==> config.mk <==
export PLATFORM = sky130hd
export DESIGN_NAME = beat_timing_gen
export DESIGN_NICKNAME = d
export VERILOG_FILES = /design/src/rtl/beat_timing_gen_pkg.sv /design/src/rtl/beat_timing_gen_qd_edge_sync.sv /design/src/rtl/beat_timing_gen.sv
export SDC_FILE = /design/constraint.sdc
export NUM_CORES = 1
export LEC_CHECK = 0
export CELL_PAD_IN_SITES_DETAIL_PLACEMENT = 1
export CELL_PAD_IN_SITES_GLOBAL_PLACEMENT = 1
export CORE_ASPECT_RATIO = 1.25
export CORE_MARGIN = 1
export CORE_UTILIZATION = 42
export DETAILED_ROUTE_END_ITERATION = 7
export GPL_TIMING_DRIVEN = 0
export PLACE_DENSITY_LB_ADDON = 0.08
export REMOVE_ABC_BUFFERS = 1
export SLEW_MARGIN = 30
export SYNTH_ARGS = -nofsm -noshare
export SYNTH_HDL_FRONTEND = slang
export SYNTH_HIERARCHICAL = 1
export SYNTH_SLANG_ARGS = --single-unit
export TNS_END_PERCENT = 5
==> constraint.sdc <==
create_clock -name clk -period 4.3 [get_ports clk]
set_clock_uncertainty 0.15 [all_clocks]
set_input_delay 0.43 -clock clk [delete_from_list [all_inputs] [get_ports clk]]
set_output_delay 0.43 -clock clk [all_outputs]
set_load 0.005 [all_outputs]
==> src/rtl/beat_timing_gen_pkg.sv <==
// Shared types and encodings for the beat/phase timing generator.
// Beat and phase codes match the ones the hardwired controller decodes.
package beat_timing_gen_pkg;

   typedef enum logic {
      ST_IDLE = 1'b0,
      ST_RUN  = 1'b1
   } state_t;

   typedef enum logic [1:0] {
      BEAT_W1 = 2'b01,
      BEAT_W2 = 2'b10,
      BEAT_W3 = 2'b11
   } beat_t;

   typedef enum logic [1:0] {
      PH_T1 = 2'b01,
      PH_T2 = 2'b10,
      PH_T3 = 2'b11
   } phase_t;

   // Map a 1..3 code onto a one-hot {3,2,1} vector; code 0 gives all zero.
   function automatic logic [2:0] onehot3(input logic [1:0] code);
      onehot3 = {code == 2'd3, code == 2'd2, code == 2'd1};
   endfunction

endpackage

==> src/rtl/beat_timing_gen_qd_edge_sync.sv <==
// Start-button synchroniser with a one-cycle rising-edge pulse.
// The pulse is high for one clock after the synchronised level goes 0->1.
module qd_edge_sync #(
   parameter int SYNC_DEPTH = 2
) (
   input  logic clk,
   input  logic clr,
   input  logic qd,
   output logic rise
);

   logic [SYNC_DEPTH-1:0] sync;
   logic                  prev;

   // Shift the raw button level through the chain; keep the last stage's history.
   always_ff @(posedge clk or negedge clr) begin
      if (!clr) begin
         sync <= '0;
         prev <= 1'b0;
      end else begin
         sync <= {sync[SYNC_DEPTH-2:0], qd};
         prev <= sync[SYNC_DEPTH-1];
      end
   end

   assign rise = sync[SYNC_DEPTH-1] & ~prev;

endmodule

==> src/rtl/beat_timing_gen.sv <==
// Beat/phase sequencer driving w1..w3 and t1..t3 into the controller.
// Starts on a qd edge, steps beats on short/long/stop sampled in the last T3 cycle.
module beat_timing_gen
   import beat_timing_gen_pkg::*;
#(
   parameter int T_CYCLES   = 1,
   parameter int SYNC_DEPTH = 2
) (
   input  logic clk,
   input  logic clr,
   input  logic qd,
   input  logic short,
   input  logic long,
   input  logic stop,
   output logic w1,
   output logic w2,
   output logic w3,
   output logic t1,
   output logic t2,
   output logic t3,
   output logic run
);

   localparam int CW = $clog2(T_CYCLES + 1);
   localparam logic [CW-1:0] CNT_LAST = CW'(T_CYCLES - 1);

   state_t         state, n_state;
   beat_t          beat, n_beat;
   phase_t         phase, n_phase;
   logic [CW-1:0]  cnt, n_cnt;
   logic           rise;
   logic           last;
   logic           n_run;

   qd_edge_sync #(
      .SYNC_DEPTH(SYNC_DEPTH)
   ) u_sync (
      .clk (clk),
      .clr (clr),
      .qd  (qd),
      .rise(rise)
   );

   assign last = (cnt == CNT_LAST);

   // Sequencer state registers.
   always_ff @(posedge clk or negedge clr) begin
      if (!clr) begin
         state <= ST_IDLE;
         beat  <= BEAT_W1;
         phase <= PH_T1;
         cnt   <= '0;
      end else begin
         state <= n_state;
         beat  <= n_beat;
         phase <= n_phase;
         cnt   <= n_cnt;
      end
   end

   // Next state: start on qd edge, count cycles, step phase, pick next beat.
   always_comb begin
      n_state = state;
      n_beat  = beat;
      n_phase = phase;
      n_cnt   = cnt;
      unique case (1'b1)
         (state == ST_IDLE): begin
            if (rise) begin
               n_state = ST_RUN;
               n_beat  = BEAT_W1;
               n_phase = PH_T1;
               n_cnt   = '0;
            end
         end
         (state == ST_RUN && !last): begin
            n_cnt = cnt + CW'(1);
         end
         (state == ST_RUN && last): begin
            n_cnt = '0;
            unique case (phase)
               PH_T1: n_phase = PH_T2;
               PH_T2: n_phase = PH_T3;
               PH_T3: begin
                  n_phase = PH_T1;
                  if (stop) begin
                     n_state = ST_IDLE;
                  end else if (short) begin
                     n_beat = BEAT_W1;
                  end else if (beat == BEAT_W1) begin
                     n_beat = BEAT_W2;
                  end else if (beat == BEAT_W2) begin
                     n_beat = long ? BEAT_W3 : BEAT_W1;
                  end else begin
                     n_beat = BEAT_W1;
                  end
               end
               default: n_phase = PH_T1;
            endcase
         end
         default: n_state = ST_IDLE;
      endcase
   end

   assign n_run = (n_state == ST_RUN);

   // Registered beat/phase decode so outputs never see inputs combinationally.
   always_ff @(posedge clk or negedge clr) begin
      if (!clr) begin
         run          <= 1'b0;
         {w3, w2, w1} <= 3'b000;
         {t3, t2, t1} <= 3'b000;
      end else begin
         run          <= n_run;
         {w3, w2, w1} <= n_run ? onehot3(n_beat) : 3'b000;
         {t3, t2, t1} <= n_run ? onehot3(n_phase) : 3'b000;
      end
   end

endmodule

== Word-level counts from Yosys, hierarchy flattened ==
Cells that the tools add are included.
Cells by class
  add/subtract/negate cells: 1
  equal/unequal tests: 12
  multiplexer cells: 23
  bitwise logic cells: 4
  reductions and logical operators: 4
Operators with widths (number)
  2-bit two-way mux: 10
  2-bit == test (second input constant): 7
  2-bit one-hot mux with 2 select lines: 3
  2-bit by 1-bit == test with 1-bit output (second input constant): 4
  1-bit two-way mux: 6
  3-bit two-way mux: 2
  1-bit one-hot mux with 3 select lines: 2
  3-bit != test (second input constant): 1
  1-bit inverter: 3
  3-bit nonzero test: 1
  1-bit logical AND: 2
  2-bit AND reduction: 1
  1-bit adder (second input constant): 1
  1-bit bitwise AND: 1
Word-level totals
  register bits after elaboration: 15
  output and inout bits: 7
  logic and storage cells: 56

== Depth between registers and ports, before layout ==
Gate-level depths: netlist (run 1).
  word-level depth: 9
  depth in mapped cells: 7

== Hierarchy ==
The synthesis (run 1) kept the hierarchy.
By module, submodules not included
  beat_timing_gen: times used 1, cells each 56, area each 634.4 um^2, sequential area each 302.8 um^2
  qd_edge_sync: times used 1, cells each 4, area each 88.8 um^2, sequential area each 75.1 um^2

== Worst setup path before layout (run 1) ==
Ideal clock, no wire load.
  path kind: flip-flop to flip-flop
  start: register phase[0]
  end: register w2
  library setup time: 123 ps
  arrival: 1392 ps
  data required time: 4027 ps
  setup slack: 2635 ps
  stages on the path, launching flop included: 6
  buffers on the path: 0
  clock period less this slack: 1665 ps
  cell sequence: dfstp_2 -> ha_1 -> nor4bb_4 -> a211oi_2 -> o211a_1 -> o221a_1
On the way
  longest elaborated chain between the ends: 5
  elaborated cells on any way between the ends: 7
RTL lines
  start, declared: RTL line beat_timing_gen.sv:29  | phase_t phase, n_phase;
  start signal, assigned: RTL line beat_timing_gen.sv:56  | phase <= n_phase;
  2-bit == test *: RTL line beat_timing_gen.sv:81  | unique case (phase)
  2-bit two-way mux: RTL line beat_timing_gen.sv:81
  2-bit one-hot mux with 2 select lines: RTL line beat_timing_gen.sv:67  | unique case (1'b1)
  2-bit == test: RTL line beat_timing_gen_pkg.sv:24  | onehot3 = {code == 2'd3, code == 2'd2, code == 2'd1};
  3-bit two-way mux *: RTL line beat_timing_gen.sv:115  | {w3, w2, w1} <= n_run ? onehot3(n_beat) : 3'b000;
  end signal, assigned: RTL line beat_timing_gen.sv:115
  end, declared: RTL line beat_timing_gen.sv:16  | output logic w2,
Every way passes the cells marked *; elsewhere a longest branch is shown, timed or not.
A chain may end at the register's enable or synchronous reset.

== Worst setup path in the final report (run 1) ==
  start: register run
  end: output port run
RTL lines
  start, declared: RTL line beat_timing_gen.sv:21  | output logic run
  start signal, assigned: RTL line beat_timing_gen.sv:114  | run <= n_run;
No word-level cell between the ends.

==> run_results.csv, run 1 <==
group,metric,value,unit
final_layout,reg_top3,"beat (2), phase (2), u_sync/sync (2)",
cts,clk_pin_slew,0.09,ns
critical_path,cp-start-kind,"flip-flop",
final_layout,drive_gt1_share,17.1,%
critical_path,worst-path-buf-inv,1,
logic_synthesis,yosys_register_bits,15,
critical_path,regToRegSetupSlack,2.52,ns
global_routing,grt_pass1_wl,2420,microns
detailed_routing,top_layer,"met4",
final_layout,nNetsFinal,85,
critical_path,cp_top_family,"buffers and inverters",
critical_path,crit_type,"flip-flop to output pin",
logic_synthesis,synth_cells,60,
timing,setup_violations,0,
final_layout,area_growth,23.4,%
global_routing,grt.total_usage,19.2,%
final_layout,stdcell_count,94,
global_routing,grt_overflow_total,0,
detailed_routing,drc_errors,0,
run,cap_violations,0,
floorplan,rows,16,
pwr,combPwrFrac,45.4,%
cts,cts_hold_buf,0,
timing,slew-limit-headroom,57.0,%
timing,final_max_slew_viol_count,0,
detailed_routing,wl_met1,504,microns
detailed_routing,drt_iter0_drc,2,
logic_synthesis,ys.flop_type,"dfrtp_1",
detailed_routing,wl_met3,40,microns
place,placed_area,866,sq um
logic_synthesis,synth_edf_count,0,
min_path,hp-class,"flip-flop to flip-flop",
timing,rsz0062_at_grt,"no",
detailed_routing,firstDrtPassIters,4,
cts,cts_tree,"built",
critical_path,cp.required,3.72,ns
critical_path,path_cells,"clkdlybuf4s50_1",
timing,final-hold-violation-count,0,
detailed_routing,met2WireLength,793,microns
logic_synthesis,yosys.cell_types.count,30,
run_status,status,"complete, no violations",
pwr,clockPowerShare,14.5,%
pwr,p_switching,0.000193,W
floorplan,fp.dieArea,0.00189,sq mm
critical_path,arrival,1.36,ns
logic_synthesis,yosysWarningCount,6,
pwr,power_leakage,0.399,nW
cts,clock_sinks,15,
cts,clock_latency,0.29,ns
global_routing,antenna_found_initial,0,
pwr,ir_drop,0.000310,V
cts,cts_resized,0,
timing,tns,0,ns
floorplan,die_h,48.4,microns
critical_path,reg2reg_from,"phase[0]",
logic_synthesis,synth-seq-area-share,52.2,%
critical_path,cp_max_fo,9,
critical_path,critPathMaxStageDelay,0.56,ns
final_layout,final_cell_area,892,sq um
logic_synthesis,syn_avg_cell_area,12.1,sq um
logic_synthesis,yosysTopAreaCell,"dfrtp_1",
detailed_routing,wl_per_cell,14.7,microns
logic_synthesis,synth.cell_area,723,sq um
pwr,seq_power_share,40.1,%
floorplan,start_util,45.7,%
final_layout,fillerInstances,180,
cts,cts_root_buf,"clkbuf_4",
floorplan,num_io_pins,13,
critical_path,critPathLaunch,"run",
critical_path,crit_path_end_kind,"output pin",
cts,post-cts-setup-buffers,0,
min_path,min_from,"u_sync/sync[0]",
place,dpl.hpwl,1050,microns
pwr,sw_frac_of_total,34.6,%
timing,worstMarginPinSlew,0.643,ns
timing,fin_crit_sh,45.0,%
critical_path,cp_slowest_cell,"clkdlybuf4s50_1",
global_routing,grt_pass1_vias,554,
pwr,p_per_area,623,mW/mm^2
place,dp_cells,90,
global_routing,grt_max_degree,16,
detailed_routing,drtAntennaViolNets,0,
pwr,internal-power,0.000364,W
floorplan,core,0.00158,sq mm
place,place.gp.congestion,0.712,
place,port_buffers,12,
detailed_routing,vias,511,
detailed_routing,routed_wl,1380,microns
cts,max-clock-path-buffers,2,
timing,fmax,0.516,GHz
cts,htreeDepth,1,
logic_synthesis,netlist.area_leader.share,45.0,%
detailed_routing,vias_per_cell,5.44,
cts,cts_buffers,3,
logic_synthesis,synth.area.top_cells,"dfrtp_1 (45%), dfstp_2 (7.3%), o32ai_4 (3.8%)",
timing,period_needed,1.94,ns
final_layout,diodes,0,
floorplan,die-width,39.1,microns
logic_synthesis,synth-async-reset-ratio,100,%
timing,hold-worst-slack,0.239,ns
area by class of cell:
type                            count  area (sq um)  share of cell area, %
Inverter                            5          18.8                   2.10
Tap cell                           18          22.5                   2.52
Sequential cell                    15           378                   42.4
Multi-Input combinational cell     40           327                   36.6
Clock buffer                        4          26.3                   2.95
Timing Repair Buffer               12           120                   13.5
power by group through the flow:
stage	Combinational (W)	Sequential [W]	Clock (W)
after detailed placement	0.000257	0.000228	0
after global routing	0.000281	0.000230	0.0000908
final	0.000252	0.000223	0.0000808
after floorplan	0.000170	0.000222	0
after CTS	0.000258	0.000225	0.0000831
after global placement	0.000250	0.000226	0
synthesized netlist by cell type, types with 2 or more instances:
cell,number
a21oi_1,2
and2_1,2
and2b_1,2
dfrtp_1,13
dfstp_2,2
ha_1,2
inv_1,3
mux2i_1,2
nand2_1,2
nor2_1,6
nor2b_1,3
nor3b_1,2
o21ai_1,2
kinds of logic after synthesis:
family	count (synthesis)	synth area share, %
AND/OR/NAND/NOR	24	23.7
flip-flops	15	52.2
adder cells (fa/ha/maj)	2	3.46
AO/OA/AOI/OAI	12	15.2
multiplexers	2	2.77
buffers and inverters	5	2.59
routing by layer:
metal	vias up	global-route usage, %
li1	237	-
met1	261	19.6
met2	9	33.1
met3	4	4.13
met4	0	12.1
met5	-	0
stage by stage:
stage          worst slack [ns]  util [%]  total power [W]
2_1_floorplan              2.63         -         0.000392
3_3_place_gp               2.30      54.7         0.000476
3_5_place_dp               2.29      54.7         0.000485
4_1_cts                    2.35      56.4         0.000566
5_1_grt                    2.30      56.4         0.000602
6_report                   2.36      56.4         0.000556
cell usage in the layout (no fill, tap or decap), types with 2 or more instances in the layout:
master,synthesis,final
a21oi_1,2,2
and2_1,2,2
and2b_1,2,2
clkbuf_4,0,3
clkdlybuf4s50_1,0,12
dfrtp_1,13,13
dfstp_2,2,2
ha_1,2,2
inv_1,3,3
mux2i_1,2,2
nand2_1,2,2
nor2_1,6,6
nor2b_1,3,3
nor3b_1,2,2
o21ai_1,2,2
final timing paths:
kind                                       end  depth (start not counted)
worst max-delay path                       run                          1
min in group asynchronous                   w2                          1
worst min-delay path            u_sync/sync[1]                          0
max in group asynchronous                   t3                          1
worst min register to register  u_sync/sync[1]                          0
worst max register to register              w2                          5
Power figures use the tool's default switching activity.
==> run 2: changes to the inputs <==
CORE_UTILIZATION = 35   (was 42)
clock period = 1.75 ns   (was 4.3 ns; I/O delays follow)
==> run_results.csv, run 2 (synthesis results as in run 1) <==
group,metric,value,unit
run_status,status,"complete, no violations",
global_routing,grt_pass1_vias,505,
critical_path,critPathMaxStageDelay,0.57,ns
timing,slew-limit-headroom,57.5,%
detailed_routing,routed_wl,1350,microns
timing,final_max_slew_viol_count,0,
final_layout,diodes,0,
global_routing,grt.busiest_layer,"met2",
global_routing,grt.total_usage,14.0,%
cts,max-clock-path-buffers,2,
global_routing,grtUsageMet1,15.8,%
floorplan,core,0.00196,sq mm
pwr,internal-power,0.000897,W
critical_path,cp.required,1.77,ns
run,cap_violations,0,
floorplan,num_io_pins,13,
cts,htreeDepth,1,
pwr,clockPowerShare,14.0,%
critical_path,cp-start-kind,"flip-flop",
global_routing,grt_pass1_wl,2240,microns
global_routing,antenna_found_initial,0,
critical_path,path_cells,"ha_2 -> nor4bb_4 -> a211oi_2 -> o211a_1 -> o221a_1",
timing,fin_crit_sh,96.8,%
timing,period_needed,1.69,ns
critical_path,crit_path_end_kind,"flip-flop",
timing,rsz0062_at_grt,"yes",
detailed_routing,drt_iter0_drc,2,
detailed_routing,vias,498,
cts,cts_root_buf,"clkbuf_4",
critical_path,critPathLaunch,"phase[0]",
pwr,p_switching,0.000474,W
pwr,ir_drop,0.000682,V
timing,worstMarginPinSlew,0.635,ns
critical_path,reg2reg_from,"phase[0]",
detailed_routing,firstDrtPassIters,2,
detailed_routing,wl_per_cell,13.9,microns
cts,cts_hold_buf,0,
final_layout,final_common_cell,"dfrtp_1",
final_layout,drive_gt1_share,20.8,%
timing,final-hold-violation-count,0,
critical_path,crit_type,"flip-flop to flip-flop",
timing,fmax,0.591,GHz
global_routing,use_met3,3.45,%
global_routing,grt_max_degree,16,
critical_path,cp_max_fo,4,
floorplan,start_util,36.9,%
final_layout,reg_top3,"beat (2), phase (2), u_sync/sync (2)",
timing,worst_slack,0.0567,ns
cts,clock_sinks,15,
pwr,power,0.00137,W
detailed_routing,drc_errors,0,
critical_path,arrival,1.71,ns
timing,setup_violations,0,
min_path,hp-class,"input pin to asynchronous set/reset pin",
global_routing,grtUsageMet2,24.5,%
floorplan,rows,18,
detailed_routing,drtAntennaViolNets,0,
critical_path,cp_slowest_cell,"dfstp_2",
global_routing,grt_overflow_total,0,
place,placed_area,868,sq um
place,place.gp.congestion,0.759,
pwr,p_per_area,1510,mW/mm^2
cts,cts_buffers,3,
place,dpl.hpwl,1030,microns
pwr,sw_frac_of_total,34.6,%
final_layout,nNetsFinal,86,
final_layout,final_cell_area,906,sq um
place,port_buffers,12,
final_layout,area_growth,25.3,%
pwr,power_leakage,0.406,nW
pwr,combPwrFrac,45.9,%
floorplan,die_h,52.8,microns
floorplan,fp.dieArea,0.00225,sq mm
cts,cts_tree,"built",
timing,tns,0,ns
cts,clock_latency,0.28,ns
pwr,seq_power_share,40.1,%
place,dp_slack,-0.0213,ns
final_layout,final_cell_mix,"dfrtp_1 (13), clkdlybuf4s50_1 (12), nor2_1 (6)",
final_layout,fin_util,46.2,%
cts,clk_pin_slew,0.09,ns
detailed_routing,vias_per_cell,5.13,
floorplan,die-width,42.7,microns
run 2: worst paths after layout:
| path | to | slack [ns] | cells after the start |
|---|---|---|---|
| worst max register to register | w2 | 0.06 | 5 |
| worst min-delay path | w2 | 0.13 | 1 |
| worst min register to register | u_sync/sync[1] | 0.20 | 0 |
| worst max-delay path | w2 | 0.06 | 5 |
| max in group asynchronous | t2 | 0.91 | 1 |
| min in group clk | u_sync/sync[0] | 0.19 | 1 |
run 2: routing by layer:
metal  routed length (microns)  vias up
met1                       552      250
met2                       746        7
li1                          -      239
met5                         0        -
met4                        14        0
met3                        40        2
run 2: through the flow:
stage	hold slack, ns	std cells
finish	0.133	97
global route	0.168	97
CTS	0.159	96
detailed placement	0.186	92
global placement	0.183	92
floorplan	-0.271	60
run 2: area by class of cell:
class / instances / area (sq um)
fill: 217 / 1050
sequential: 15 / 378
multi-input combinational: 40 / 329
timing repair buffer: 13 / 128
tap: 20 / 25.0
clock buffer: 3 / 22.5
inverter: 5 / 18.8
clock inverter: 1 / 5.00
run 2: timing repair:
item,in CTS,in global routing
gates resized for setup,0,1
pin swaps,1,0
buffers inserted,0,1
endpoints found under the setup margin,1,2
run 2: worst max-delay path: cells and delay by family, from the launching register on:
| kind | cells | cell delay (ns) |
|---|---|---|
| simple gates | 1 | 0.23 |
| fa+ha+maj | 1 | 0.19 |
| compound gates | 3 | 0.44 |
| flops | 1 | 0.57 |
run 2: power groups by stage:
stage / clock network, W / logic (W) / registers, W
detailed placement: 0 / 0.000631 / 0.000561
global placement: 0 / 0.000625 / 0.000556
global route: 0.000215 / 0.000701 / 0.000570
CTS: 0.000206 / 0.000633 / 0.000554
finish: 0.000192 / 0.000629 / 0.000550
floorplan: 0 / 0.000417 / 0.000545
